[config.mk]
export PLATFORM = sky130hd
export DESIGN_NAME = mem_access_ctrl_flat
export DESIGN_NICKNAME = d
export VERILOG_FILES = /design/src/rtl/mem_access_ctrl_if.sv /design/src/rtl/mem_access_ctrl.sv /design/src/flat_wrapper.sv
export SDC_FILE = /design/constraint.sdc
export NUM_CORES = 1
export LEC_CHECK = 0
export CORE_AREA = 3 3 160 162
export CTS_CLUSTER_SIZE = 24
export DETAILED_ROUTE_END_ITERATION = 8
export DIE_AREA = 0 0 163 165
export PLACE_DENSITY_LB_ADDON = 0.12
export SLEW_MARGIN = 20
export SYNTH_ARGS = -nofsm -noshare
export SYNTH_HDL_FRONTEND = slang
export SYNTH_SLANG_ARGS = --single-unit
[constraint.sdc]
create_clock -name clk -period 2.4 [get_ports clk]
set_input_delay 0.36 -clock clk [delete_from_list [all_inputs] [get_ports clk]]
set_output_delay 0.36 -clock clk [all_outputs]
set_load 0.05 [all_outputs]
[src/rtl/mem_access_ctrl_if.sv]
// Memory-stage request, data-bus request/response and completion signals for mem_access_ctrl.
// master = pipeline/bus side, slave = the controller.
interface mem_access_ctrl_if;
    // memory-stage request
    logic        req_valid;
    logic        req_read;
    logic        req_write;
    logic [63:0] req_addr;
    logic [2:0]  req_msize;
    logic        req_unsigned;
    logic [63:0] req_wd;
    logic [7:0]  req_strobe;

    // data-bus request
    logic        dreq_valid;
    logic [63:0] dreq_addr;
    logic [2:0]  dreq_size;
    logic [7:0]  dreq_strobe;
    logic [63:0] dreq_data;

    // data-bus response
    logic        dresp_addr_ok;
    logic        dresp_data_ok;
    logic [63:0] dresp_data;

    // pipeline status and result
    logic        stall;
    logic        done;
    logic [63:0] rdata;
    logic        misalign;

    modport master (
        output req_valid, req_read, req_write, req_addr, req_msize,
        output req_unsigned, req_wd, req_strobe,
        output dresp_addr_ok, dresp_data_ok, dresp_data,
        input  dreq_valid, dreq_addr, dreq_size, dreq_strobe, dreq_data,
        input  stall, done, rdata, misalign
    );

    modport slave (
        input  req_valid, req_read, req_write, req_addr, req_msize,
        input  req_unsigned, req_wd, req_strobe,
        input  dresp_addr_ok, dresp_data_ok, dresp_data,
        output dreq_valid, dreq_addr, dreq_size, dreq_strobe, dreq_data,
        output stall, done, rdata, misalign
    );
endinterface

[src/rtl/mem_access_ctrl.sv]
// Memory-stage load/store controller: one data-bus transaction per instruction, load alignment/extension.
// Latency: accept -> done in 2 cycles minimum (1 for a misaligned access); done is a one-cycle pulse.
// Backpressure: dreq held stable until dresp_addr_ok; stall freezes upstream from accept until the DONE cycle.
module mem_access_ctrl (
    input  logic             clk,
    input  logic             resetn,
    mem_access_ctrl_if.slave bus
);

    localparam logic [2:0] MSIZE1 = 3'd0;
    localparam logic [2:0] MSIZE2 = 3'd1;
    localparam logic [2:0] MSIZE4 = 3'd2;
    localparam logic [2:0] MSIZE8 = 3'd3;

    typedef enum logic [1:0] {
        IDLE      = 2'd0,
        REQ       = 2'd1,
        WAIT_DATA = 2'd2,
        DONE      = 2'd3
    } state_t;

    state_t      state;

    logic        dreq_valid_q;
    logic [63:0] addr_q;
    logic [2:0]  size_q;
    logic [7:0]  strobe_q;
    logic [63:0] data_q;
    logic        write_q;
    logic        unsigned_q;
    logic        done_q;
    logic        misalign_q;
    logic [63:0] rdata_q;

    logic        accept;
    logic        misaligned;
    logic [63:0] load_value;

    // Shift the addressed lanes down to bit 0, then narrow and extend to 64 bits.
    function automatic logic [63:0] load_extend(
        input logic [63:0] data,
        input logic [2:0]  offset,
        input logic [2:0]  size,
        input logic        is_unsigned
    );
        logic [63:0] shifted;
        logic [63:0] result;
        shifted = data >> {offset, 3'b000};
        case (size)
            MSIZE1:  result = {{56{~is_unsigned & shifted[7]}},  shifted[7:0]};
            MSIZE2:  result = {{48{~is_unsigned & shifted[15]}}, shifted[15:0]};
            MSIZE4:  result = {{32{~is_unsigned & shifted[31]}}, shifted[31:0]};
            default: result = shifted;
        endcase
        return result;
    endfunction

    always_comb begin
        misaligned = 1'b0;
        case (bus.req_msize)
            MSIZE2:  misaligned = bus.req_addr[0];
            MSIZE4:  misaligned = |bus.req_addr[1:0];
            MSIZE8:  misaligned = |bus.req_addr[2:0];
            default: misaligned = 1'b0;
        endcase
    end

    // A request with neither read nor write is a pass-through and is never accepted.
    assign accept     = (state == IDLE) & bus.req_valid & (bus.req_read | bus.req_write);
    assign load_value = load_extend(bus.dresp_data, addr_q[2:0], size_q, unsigned_q);

    always_ff @(posedge clk or negedge resetn) begin
        if (!resetn) begin
            state        <= IDLE;
            dreq_valid_q <= 1'b0;
            addr_q       <= '0;
            size_q       <= '0;
            strobe_q     <= '0;
            data_q       <= '0;
            write_q      <= 1'b0;
            unsigned_q   <= 1'b0;
            done_q       <= 1'b0;
            misalign_q   <= 1'b0;
            rdata_q      <= '0;
        end else begin
            done_q <= 1'b0;
            case (state)
                IDLE: begin
                    if (accept) begin
                        addr_q     <= bus.req_addr;
                        size_q     <= bus.req_msize;
                        data_q     <= bus.req_wd;
                        // read+write together is treated as a store
                        write_q    <= bus.req_write;
                        strobe_q   <= bus.req_write ? bus.req_strobe : 8'h00;
                        unsigned_q <= bus.req_unsigned;
                        misalign_q <= misaligned;
                        if (misaligned) begin
                            state  <= DONE;
                            done_q <= 1'b1;
                        end else begin
                            state        <= REQ;
                            dreq_valid_q <= 1'b1;
                        end
                    end
                end
                REQ: begin
                    if (bus.dresp_addr_ok) begin
                        dreq_valid_q <= 1'b0;
                        if (bus.dresp_data_ok) begin
                            state  <= DONE;
                            done_q <= 1'b1;
                            if (!write_q) begin
                                rdata_q <= load_value;
                            end
                        end else begin
                            state <= WAIT_DATA;
                        end
                    end
                end
                WAIT_DATA: begin
                    if (bus.dresp_data_ok) begin
                        state  <= DONE;
                        done_q <= 1'b1;
                        if (!write_q) begin
                            rdata_q <= load_value;
                        end
                    end
                end
                DONE: begin
                    state <= IDLE;
                end
            endcase
        end
    end

    // stall must rise in the accept cycle itself, so it cannot be registered.
    assign bus.stall       = accept | (state == REQ) | (state == WAIT_DATA);
    assign bus.done        = done_q;
    assign bus.misalign    = misalign_q;
    assign bus.rdata       = rdata_q;
    assign bus.dreq_valid  = dreq_valid_q;
    assign bus.dreq_addr   = addr_q;
    assign bus.dreq_size   = size_q;
    assign bus.dreq_strobe = strobe_q;
    assign bus.dreq_data   = data_q;

endmodule

[src/flat_wrapper.sv]
// flat-port wrapper written by rule: the top's interface ports become plain ports
module mem_access_ctrl_flat 
  (clk, resetn, bus_req_valid, bus_req_read, bus_req_write, bus_req_addr, bus_req_msize, bus_req_unsigned, bus_req_wd, bus_req_strobe, bus_dresp_addr_ok, bus_dresp_data_ok, bus_dresp_data, bus_dreq_valid, bus_dreq_addr, bus_dreq_size, bus_dreq_strobe, bus_dreq_data, bus_stall, bus_done, bus_rdata, bus_misalign);
  mem_access_ctrl_if bus_i ();
  input  logic clk;
  input  logic resetn;
  input wire logic [$bits(bus_i.req_valid)-1:0] bus_req_valid;
  input wire logic [$bits(bus_i.req_read)-1:0] bus_req_read;
  input wire logic [$bits(bus_i.req_write)-1:0] bus_req_write;
  input wire logic [$bits(bus_i.req_addr)-1:0] bus_req_addr;
  input wire logic [$bits(bus_i.req_msize)-1:0] bus_req_msize;
  input wire logic [$bits(bus_i.req_unsigned)-1:0] bus_req_unsigned;
  input wire logic [$bits(bus_i.req_wd)-1:0] bus_req_wd;
  input wire logic [$bits(bus_i.req_strobe)-1:0] bus_req_strobe;
  input wire logic [$bits(bus_i.dresp_addr_ok)-1:0] bus_dresp_addr_ok;
  input wire logic [$bits(bus_i.dresp_data_ok)-1:0] bus_dresp_data_ok;
  input wire logic [$bits(bus_i.dresp_data)-1:0] bus_dresp_data;
  output wire logic [$bits(bus_i.dreq_valid)-1:0] bus_dreq_valid;
  output wire logic [$bits(bus_i.dreq_addr)-1:0] bus_dreq_addr;
  output wire logic [$bits(bus_i.dreq_size)-1:0] bus_dreq_size;
  output wire logic [$bits(bus_i.dreq_strobe)-1:0] bus_dreq_strobe;
  output wire logic [$bits(bus_i.dreq_data)-1:0] bus_dreq_data;
  output wire logic [$bits(bus_i.stall)-1:0] bus_stall;
  output wire logic [$bits(bus_i.done)-1:0] bus_done;
  output wire logic [$bits(bus_i.rdata)-1:0] bus_rdata;
  output wire logic [$bits(bus_i.misalign)-1:0] bus_misalign;
  assign bus_i.req_valid = bus_req_valid;
  assign bus_i.req_read = bus_req_read;
  assign bus_i.req_write = bus_req_write;
  assign bus_i.req_addr = bus_req_addr;
  assign bus_i.req_msize = bus_req_msize;
  assign bus_i.req_unsigned = bus_req_unsigned;
  assign bus_i.req_wd = bus_req_wd;
  assign bus_i.req_strobe = bus_req_strobe;
  assign bus_i.dresp_addr_ok = bus_dresp_addr_ok;
  assign bus_i.dresp_data_ok = bus_dresp_data_ok;
  assign bus_i.dresp_data = bus_dresp_data;
  assign bus_dreq_valid = bus_i.dreq_valid;
  assign bus_dreq_addr = bus_i.dreq_addr;
  assign bus_dreq_size = bus_i.dreq_size;
  assign bus_dreq_strobe = bus_i.dreq_strobe;
  assign bus_dreq_data = bus_i.dreq_data;
  assign bus_stall = bus_i.stall;
  assign bus_done = bus_i.done;
  assign bus_rdata = bus_i.rdata;
  assign bus_misalign = bus_i.misalign;
  mem_access_ctrl u_core (.clk(clk), .resetn(resetn), .bus(bus_i));
endmodule
==> summary by stage, run 1 <==
Setup path
The nature of the critical path endpoint is an output port. In this run the number of cells on the critical path is 1. On the worst path, the slowest cell contributes a delay of 880 ps. The cell depth of the worst flop-to-flop path is 8. The most critical setup path has its startpoint at u_core.bus.dreq_size[2]. STA classifies the critical path startpoint as a flop. At the worst endpoint, the required time is 2040 ps. The worst-path maximum fanout is 8. The critical path ends at bus_dreq_size[2]. The critical path class is flop to output port. The critical path goes through clkdlybuf4s50_1. The critical path arrival is about 1900 ps. The reg-to-reg setup timing slack is roughly 260 ps. The kind of cell with the highest combined delay along the critical path is buffers and inverters. Together, buffers and inverters on the worst path number 1.

The cell at the slowest stage of the critical path is sky130_fd_sc_hd__clkdlybuf4s50_1. The worst register-to-register path ends at u_core.bus.rdata[16]. The beginning of the worst register-to-register path is u_core.state[1].

Timing
The hold violation total from the final report is 0. Across all hold checks on the routed design, the worst slack comes to about 420 ps. The achievable frequency is between 0.4 and 0.5 GHz.

The final period demand of the worst path is around 2200 ps. The final-layout setup total negative slack is 0 ps. Measured against its own limit, the worst slew margin works out to 0.587.

Across the routed clock network, the largest skew measured is 14.1 ps. For the pin with the worst max-slew slack, the measured transition is between 600 and 700 ps. The max-slew violation count came to 0.

The count of final setup violators is 0. Setup repair after global routing left no endpoint under its margin. In the finished design, the share of the clock period the worst path needs comes to 0.936.

Synthesis
The post-synthesis sequential element count is 210. Synthesis produced roughly 800 cells. By area the synthesized netlist is led by sky130_fd_sc_hd__dfrtp_1, sky130_fd_sc_hd__mux2_2, sky130_fd_sc_hd__mux2i_1. Synthesis produced a netlist with a net count of about 1000.

Each instance of the synthesized netlist takes up on average ~12 um^2. The number of distinct library cells after synthesis is 51. The area share of the leading cell type in the synthesized netlist is 0.536. The cell area after synthesis is approximately 9800 um^2. After synthesis, the share of flip-flops with an asynchronous set or reset is 1.00. The share of the Yosys chip area taken by registers is 0.536. For this run, the number of Yosys warnings is 0.

The largest total area in the synthesized netlist belongs to sky130_fd_sc_hd__dfrtp_1. The number of enable-type register cells in the synthesized netlist is 0. In the synthesized netlist the dominant register cell turns out to be sky130_fd_sc_hd__dfrtp_1.

Clock network
After clock tree synthesis, the clock-pin slew on the worst setup and hold paths is roughly 60 ps. TritonCTS built the clock tree. Clock tree synthesis found a total of 210 sinks. No sink is reached through more buffers than the 3 on the longest clock path. In this run the number of H-tree levels came out at 1. The clock reaches the later pin of the worst-skew pair after approximately 520 ps. The clock tree root driver cell is sky130_fd_sc_hd__clkbuf_16. The total clock buffers created by CTS is 25.

GRT
The global route total overflow is 0. The first-pass GRT wire length is just over 50000 um. The initial antenna violation count is 2. The global-route usage over all layers is 0.242. Entering global routing, the biggest net connects between 70 and 80 pins. The via count of the first global-routing pass is roughly 8500.

Die
In this run the vertical extent of the chip is 165 um. In this run the horizontal extent of the chip is 163 um. The area of the placeable core is roughly 24000 um^2. The die area is 26900 um^2. The number of ports placed on the die boundary is 418. The placement row count is 57. The initial standard-cell utilization of the core is 0.404.

Route
The routed via count is about 8200. Using the TritonRoute via totals, the vias-per-cell ratio works out to about 5.2. After the first detailed-routing iteration, the DRC count stood at about 550. The routed wire length is ~34000 um. The number of nets still failing antenna checks after routing is 0. The post-route DRC violation count is 0. The total iterations of the first detailed-routing run is 5. After detailed routing, the average wire length per cell comes to approximately 22 um.

Placed design
Once placement completed, the tool counted placed cells totaling approximately 1500. The count of buffers inserted at the top-level ports is 417. The wire-length estimate of the detail-placed layout is between 20000 and 30000 um. At the end of routability-driven placement, the weighted congestion stood at 0.857.

Final layout
The filler cell count is 1976. In the final layout, the share of cells above drive strength 1 is 0.205. The number of non-filler instances in the completed layout is roughly 1600. The area growth from synthesis to layout is 55.5%.

The net count of the finished layout is between 1000 and 1500.

Status
The flow ran to the end, and the final reports show no timing, DRC or antenna violations.

Power
Across the VDD grid, the largest voltage drop is a little under 1 mV. The power density relative to cell area is approximately 1800 nW/um^2. For this design the static power due to leakage is approximately 6.3 nW.

Job
The reported max-cap violation count is 0.

Worst hold path
The type of the most critical hold path is input port to async pin.
[through the flow]
step | utilization | setup WS [ps] | total power, mW | area [um^2]
2_1_floorplan | - | 380 | 17.5 | 9800
3_3_place_gp | 0.595 | 220 | 23.3 | 14400
3_5_place_dp | 0.595 | 175 | 23.5 | 14400
4_1_cts | 0.628 | 123 | 27.2 | 15200
5_1_grt | 0.628 | 40.3 | 28.3 | 15200
6_report | 0.628 | 154 | 27.0 | 15200
[per-layer routing]
metal	wire, um	track usage	vias up
li1	-	-	3736
met1	12800	0.291	3987
met2	17100	0.416	372
met3	3010	0.0788	58
met4	1050	0.0730	2
met5	12	0	-
[how the worst min path moves through the flow]
stage | start | end | slack, ps | cells past startpoint
5_1_grt | bus_req_addr[39] | u_core.bus.dreq_addr[39] | 440 | 2
4_1_cts | bus_req_strobe[5] | u_core.bus.dreq_strobe[5] | 410 | 2
2_1_floorplan | resetn | u_core.bus.done | 60 | 0
6_report | resetn | u_core.bus.rdata[43] | 420 | 2
3_5_place_dp | resetn | u_core.bus.rdata[45] | 380 | 1
3_3_place_gp | resetn | u_core.bus.rdata[45] | 390 | 1
[cell usage after synthesis, types with 11 or more instances]
master	n
sky130_fd_sc_hd__a31oi_2	11
sky130_fd_sc_hd__mux2_2	138
sky130_fd_sc_hd__clkbuf_1	18
sky130_fd_sc_hd__nor2_1	79
sky130_fd_sc_hd__a31oi_1	30
sky130_fd_sc_hd__nor2b_1	11
sky130_fd_sc_hd__nand2_1	62
sky130_fd_sc_hd__dfrtp_1	210
sky130_fd_sc_hd__a21oi_1	40
sky130_fd_sc_hd__mux2i_1	35
sky130_fd_sc_hd__buf_2	20
sky130_fd_sc_hd__mux4_2	14
sky130_fd_sc_hd__o21ai_0	29
[what timing repair did]
item	in CTS	in global routing
setup endpoints to repair	1	0
hold endpoints to repair	68	0
resized for setup	0	0
hold buffers	1	0
buffers inserted	2	0
[where the power goes]
| group | total (mW) | switching (mW) | leakage (nW) | internal (mW) |
|---|---|---|---|---|
| sequential | 6.55 | 1.17 | 2.48 | 5.39 |
| clock | 3.61 | 1.47 | 0.377 | 2.14 |
| combinational | 16.8 | 10.7 | 3.42 | 6.14 |
| total | 27.0 | 13.3 | 6.28 | 13.7 |
[sequential cells by signal, indices dropped and copies added, names as in the netlist]
register and flops:
u_core.bus.dreq_size 3, u_core.bus.dreq_addr 64, u_core.bus.dreq_valid 1, u_core.write_q 1, u_core.bus.dreq_strobe 8, u_core.bus.dreq_data 64, u_core.state 2, u_core.unsigned_q 1
u_core.bus.done 1, u_core.bus.rdata 64, u_core.bus.misalign 1
[layout by cell type, fill, tap and decap left out, types with 14 or more instances in the layout]
cell / instances
sky130_fd_sc_hd__a21oi_1: 40
sky130_fd_sc_hd__a31oi_1: 30
sky130_fd_sc_hd__buf_4: 34
sky130_fd_sc_hd__clkbuf_16: 25
sky130_fd_sc_hd__clkdlybuf4s50_1: 412
sky130_fd_sc_hd__dfrtp_1: 207
sky130_fd_sc_hd__mux2_2: 138
sky130_fd_sc_hd__mux2i_1: 35
sky130_fd_sc_hd__mux4_2: 14
sky130_fd_sc_hd__nand2_1: 62
sky130_fd_sc_hd__nor2_1: 79
sky130_fd_sc_hd__o21ai_0: 29
[layout make-up]
cell class | count | area [um^2] | share of cell area
flip-flops and latches | 210 | 5260 | 0.345
repair buffers | 457 | 4580 | 0.301
multi-input cells | 528 | 4180 | 0.274
clock buffers | 37 | 711 | 0.0466
well taps | 324 | 405 | 0.0266
clock inverters | 6 | 61.3 | 0.00402
inverters | 8 | 30.0 | 0.00197
diodes | 1 | 2.50 | 0.000164
[kinds of logic after synthesis]
| logic type | count (synthesis) | synth area share |
|---|---|---|
| DFF | 210 | 0.536 |
| AOI/OAI and AO/OA | 165 | 0.116 |
| muxes | 187 | 0.227 |
| adders and majority gates | 5 | 0.00639 |
| and+or+nand+nor | 171 | 0.0766 |
| buffers and inverters | 65 | 0.0374 |
(Power assumes the default switching activity.)
==> run 2, diff against run 1 <==
- CORE_AREA: 3 3 160 162 -> unset
- CORE_ASPECT_RATIO: unset -> 1.4
- CORE_MARGIN: unset -> 3
- CORE_UTILIZATION: unset -> 39
- DIE_AREA: 0 0 163 165 -> unset
- clock period: 2.4 -> 2 ns (I/O delays scaled with it)
==> run 2 against run 1 <==
  * Register-to-register slack worse by 210 ps
  * Critical path depth unchanged
  * Non-clock buffer count up 43
  * Routed wire length up 2.6%
  * Clock-buffer cell count down 5
  * Clock power up 7.8%
  * Sequential share of layout area down 0.98 points
  * Clock skew down 5.7 ps
==> summary by stage, run 2 (synthesis results as in run 1) <==
Final layout
The filler cells instantiated in the layout total between 2000 and 2500. For this run, the share of the core covered by cells in the final layout is 0.635. Compared with the post-synthesis result, the final layout area differs by 60.1%. The most common library cell in the layout ignoring fill and taps is sky130_fd_sc_hd__clkdlybuf4s50_1. The number of antenna diodes in the final layout is 0.

The net count reported at finish is between 1000 and 1500. Of the cells placed in the final design, the portion with a size suffix greater than 1 is 0.255. In the layout the commonest cells are sky130_fd_sc_hd__clkdlybuf4s50_1, sky130_fd_sc_hd__dfrtp_1, sky130_fd_sc_hd__mux2_2, sky130_fd_sc_hd__buf_4, sky130_fd_sc_hd__nor2_1.

Timing
For the finished layout, the period the worst path requires is ~2000 ps. The hold violation total from the final report is 0. Setup repair after global routing could not meet its margin everywhere.

The worst slew margin relative to its limit is 0.532. The count of final setup violators is 0. Setup slack closes at about 14 ps. The slew at the pin closest to its max-slew limit is between 700 and 800 ps. The achievable frequency is between 0.5 and 0.6 GHz. The final critical-path share of the clock period is 0.993. The clock tree skew after final layout is roughly 8.4 ps. The max-slew violation count came to 0.

Power
Dividing total power by cell area gives a power density of slightly above 2000 nW/um^2. The analysis attributes to cell leakage a power of 7.33 nW. The maximum VDD drop is 1.27 mV.

Route
Before antenna repair, the detailed router went through 4 iterations. The number of vias per cell after detailed routing is ~5.2. The routed via count is roughly 8400. The post-route DRC violation count is 0. The number of nets still failing antenna checks after routing is 0.

The detailed router's first-iteration violation count is 416. The average routed wire per standard cell is between 20 and 25 um. Summed over all layers, the routed wires come to ~35000 um.

Clock network
CTS saw 210 sinks. The clock reaches the later pin of the worst-skew pair after 500 ps. The total clock buffers created by CTS is 22. The clock tree from TritonCTS is yes. The maximum buffer depth of the clock tree is 3. The root buffer cell chosen for the clock tree is sky130_fd_sc_hd__clkbuf_16. The count of H-tree levels built during CTS is 1. The clock-pin slew reported for the worst setup and hold paths after clock tree synthesis is 60 ps.

Status
The flow ran to the end, and the final reports show no timing, DRC or antenna violations.

Setup path
The worst path required time is roughly 1700 ps. Broken down by cell family, the worst path's largest delay share belongs to buffers and inverters. STA classifies the critical path startpoint as a flop. The critical path arrival is about 1700 ps.

STA classifies the critical path endpoint as an output port. The critical path class is flop to output port. The largest individual stage delay along the critical path comes from the cell sky130_fd_sc_hd__clkdlybuf4s50_1. Of all nets on the critical path, the largest fanout is 2. On the worst path, the slowest cell contributes a delay of just over 800 ps.

Traced cell by cell, the critical path runs through clkdlybuf4s50_1. Counting both buffers and inverters, the worst setup path holds a total of 1.

Worst hold path
The type of the most critical hold path is input port to async pin.

Placed design
The worst slack after detailed placement is -77.9 ps. The post-DP HPWL is approximately 27000 um. The count of buffers inserted at the top-level ports is about 420.

The congestion estimate from routability-driven global placement came to between 0.9 and 1.

GRT
Entering global routing, the biggest net connects 75 pins. For this run the aggregate overflow at the end of global routing stands at 0. The initial antenna violation count came to 0.

The via count of the first global-routing pass was 9014. For this run, the total global-route usage over all layers was measured as 0.248. The first global-routing pass estimated between 50000 and 60000 um of wire.

Die
The placement row count is between 60 and 70. Measured along the y axis, the die boundary spans about 190 um. The die area is 27100 um^2. The area of the placeable core is between 20000 and 25000 um^2. The horizontal die dimension is 140 um. For this configuration, the core starts out at a cell density of 0.397. In this run the count of I/O pins placed on the die edge is 418.

Job
The reported max-cap violation count is 0.
## run 2: cell types whose count changed in the layout (fill, tap and decap cells not counted), moves of 2 or more
cell	previous run	this run
sky130_fd_sc_hd__clkdlybuf4s50_1	412	250
sky130_fd_sc_hd__dlymetal6s2s_1	0	70
sky130_fd_sc_hd__dlygate4sd2_1	0	66
sky130_fd_sc_hd__buf_4	34	88
sky130_fd_sc_hd__buf_12	9	19
sky130_fd_sc_hd__clkinv_2	3	7
sky130_fd_sc_hd__buf_6	0	2
sky130_fd_sc_hd__clkbuf_8	4	2
sky130_fd_sc_hd__ha_1	5	3
sky130_fd_sc_hd__ha_4	0	2
sky130_fd_sc_hd__inv_1	8	6
sky130_fd_sc_hd__inv_2	0	2
## run 2: power by group
| group | switching (mW) | leakage, nW | internal [mW] | total, mW |
|---|---|---|---|---|
| Clock | 1.71 | 0.334 | 2.19 | 3.89 |
| Combinational | 13.1 | 4.52 | 7.48 | 20.6 |
| Sequential | 1.43 | 2.48 | 6.46 | 7.89 |
## run 2: metrics by stage
step                      instances  power (mW)  hold slack [ps]  TNS (ps)  area, um^2
final                          1601        32.3              351         0       15700
after global routing           1601        33.8              387     -63.0       15700
after global placement         1556        28.6              329      -515       14800
after CTS                      1598        32.4              379     -69.3       15400
after detailed placement       1556        28.9              333     -1930       14800
after floorplan                 803        21.0             4.41         0        9800
## run 2: final timing paths
path	from	endpoint	slack [ps]	depth (start not counted)
setup / recovery	u_core.bus.dreq_addr[36]	bus_dreq_addr[36]	10	1
hold / removal	resetn	u_core.bus.rdata[3]	350	2
setup reg to reg	u_core.state[0]	u_core.bus.rdata[18]	50	7
hold reg to reg	u_core.bus.misalign	u_core.bus.misalign	480	2
max in group asynchronous	resetn	u_core.bus.rdata[27]	960	3
min in group clk	bus_req_strobe[5]	u_core.bus.dreq_strobe[5]	400	2
## run 2: what timing repair did
action                                  in CTS  in global routing
hold buffers                                 1                  0
resized for setup                           71                 79
buffers inserted                             1                  3
endpoints found under the setup margin      67                142
pin swaps                                    1                  2
cloned                                       0                  1
hold endpoints to repair                    67                  0
## run 2: layer usage
metal	vias up	track usage	share of wire
li1	3829	-	-
met1	4152	0.273	0.35
met2	357	0.459	0.54
met3	67	0.0621	0.074
met4	0	0.0887	0.043
met5	-	0	0
## run 2: final cells by class
| class | instances | area, um^2 | share of cell area |
|---|---|---|---|
| clock buffer | 32 | 629 | 0.0401 |
| clock inverter | 8 | 42.5 | 0.00271 |
| inverter | 8 | 30.0 | 0.00192 |
| multi-input combinational | 528 | 4210 | 0.269 |
| sequential | 210 | 5260 | 0.336 |
| tap | 315 | 394 | 0.0251 |
| timing repair buffer | 500 | 5110 | 0.326 |
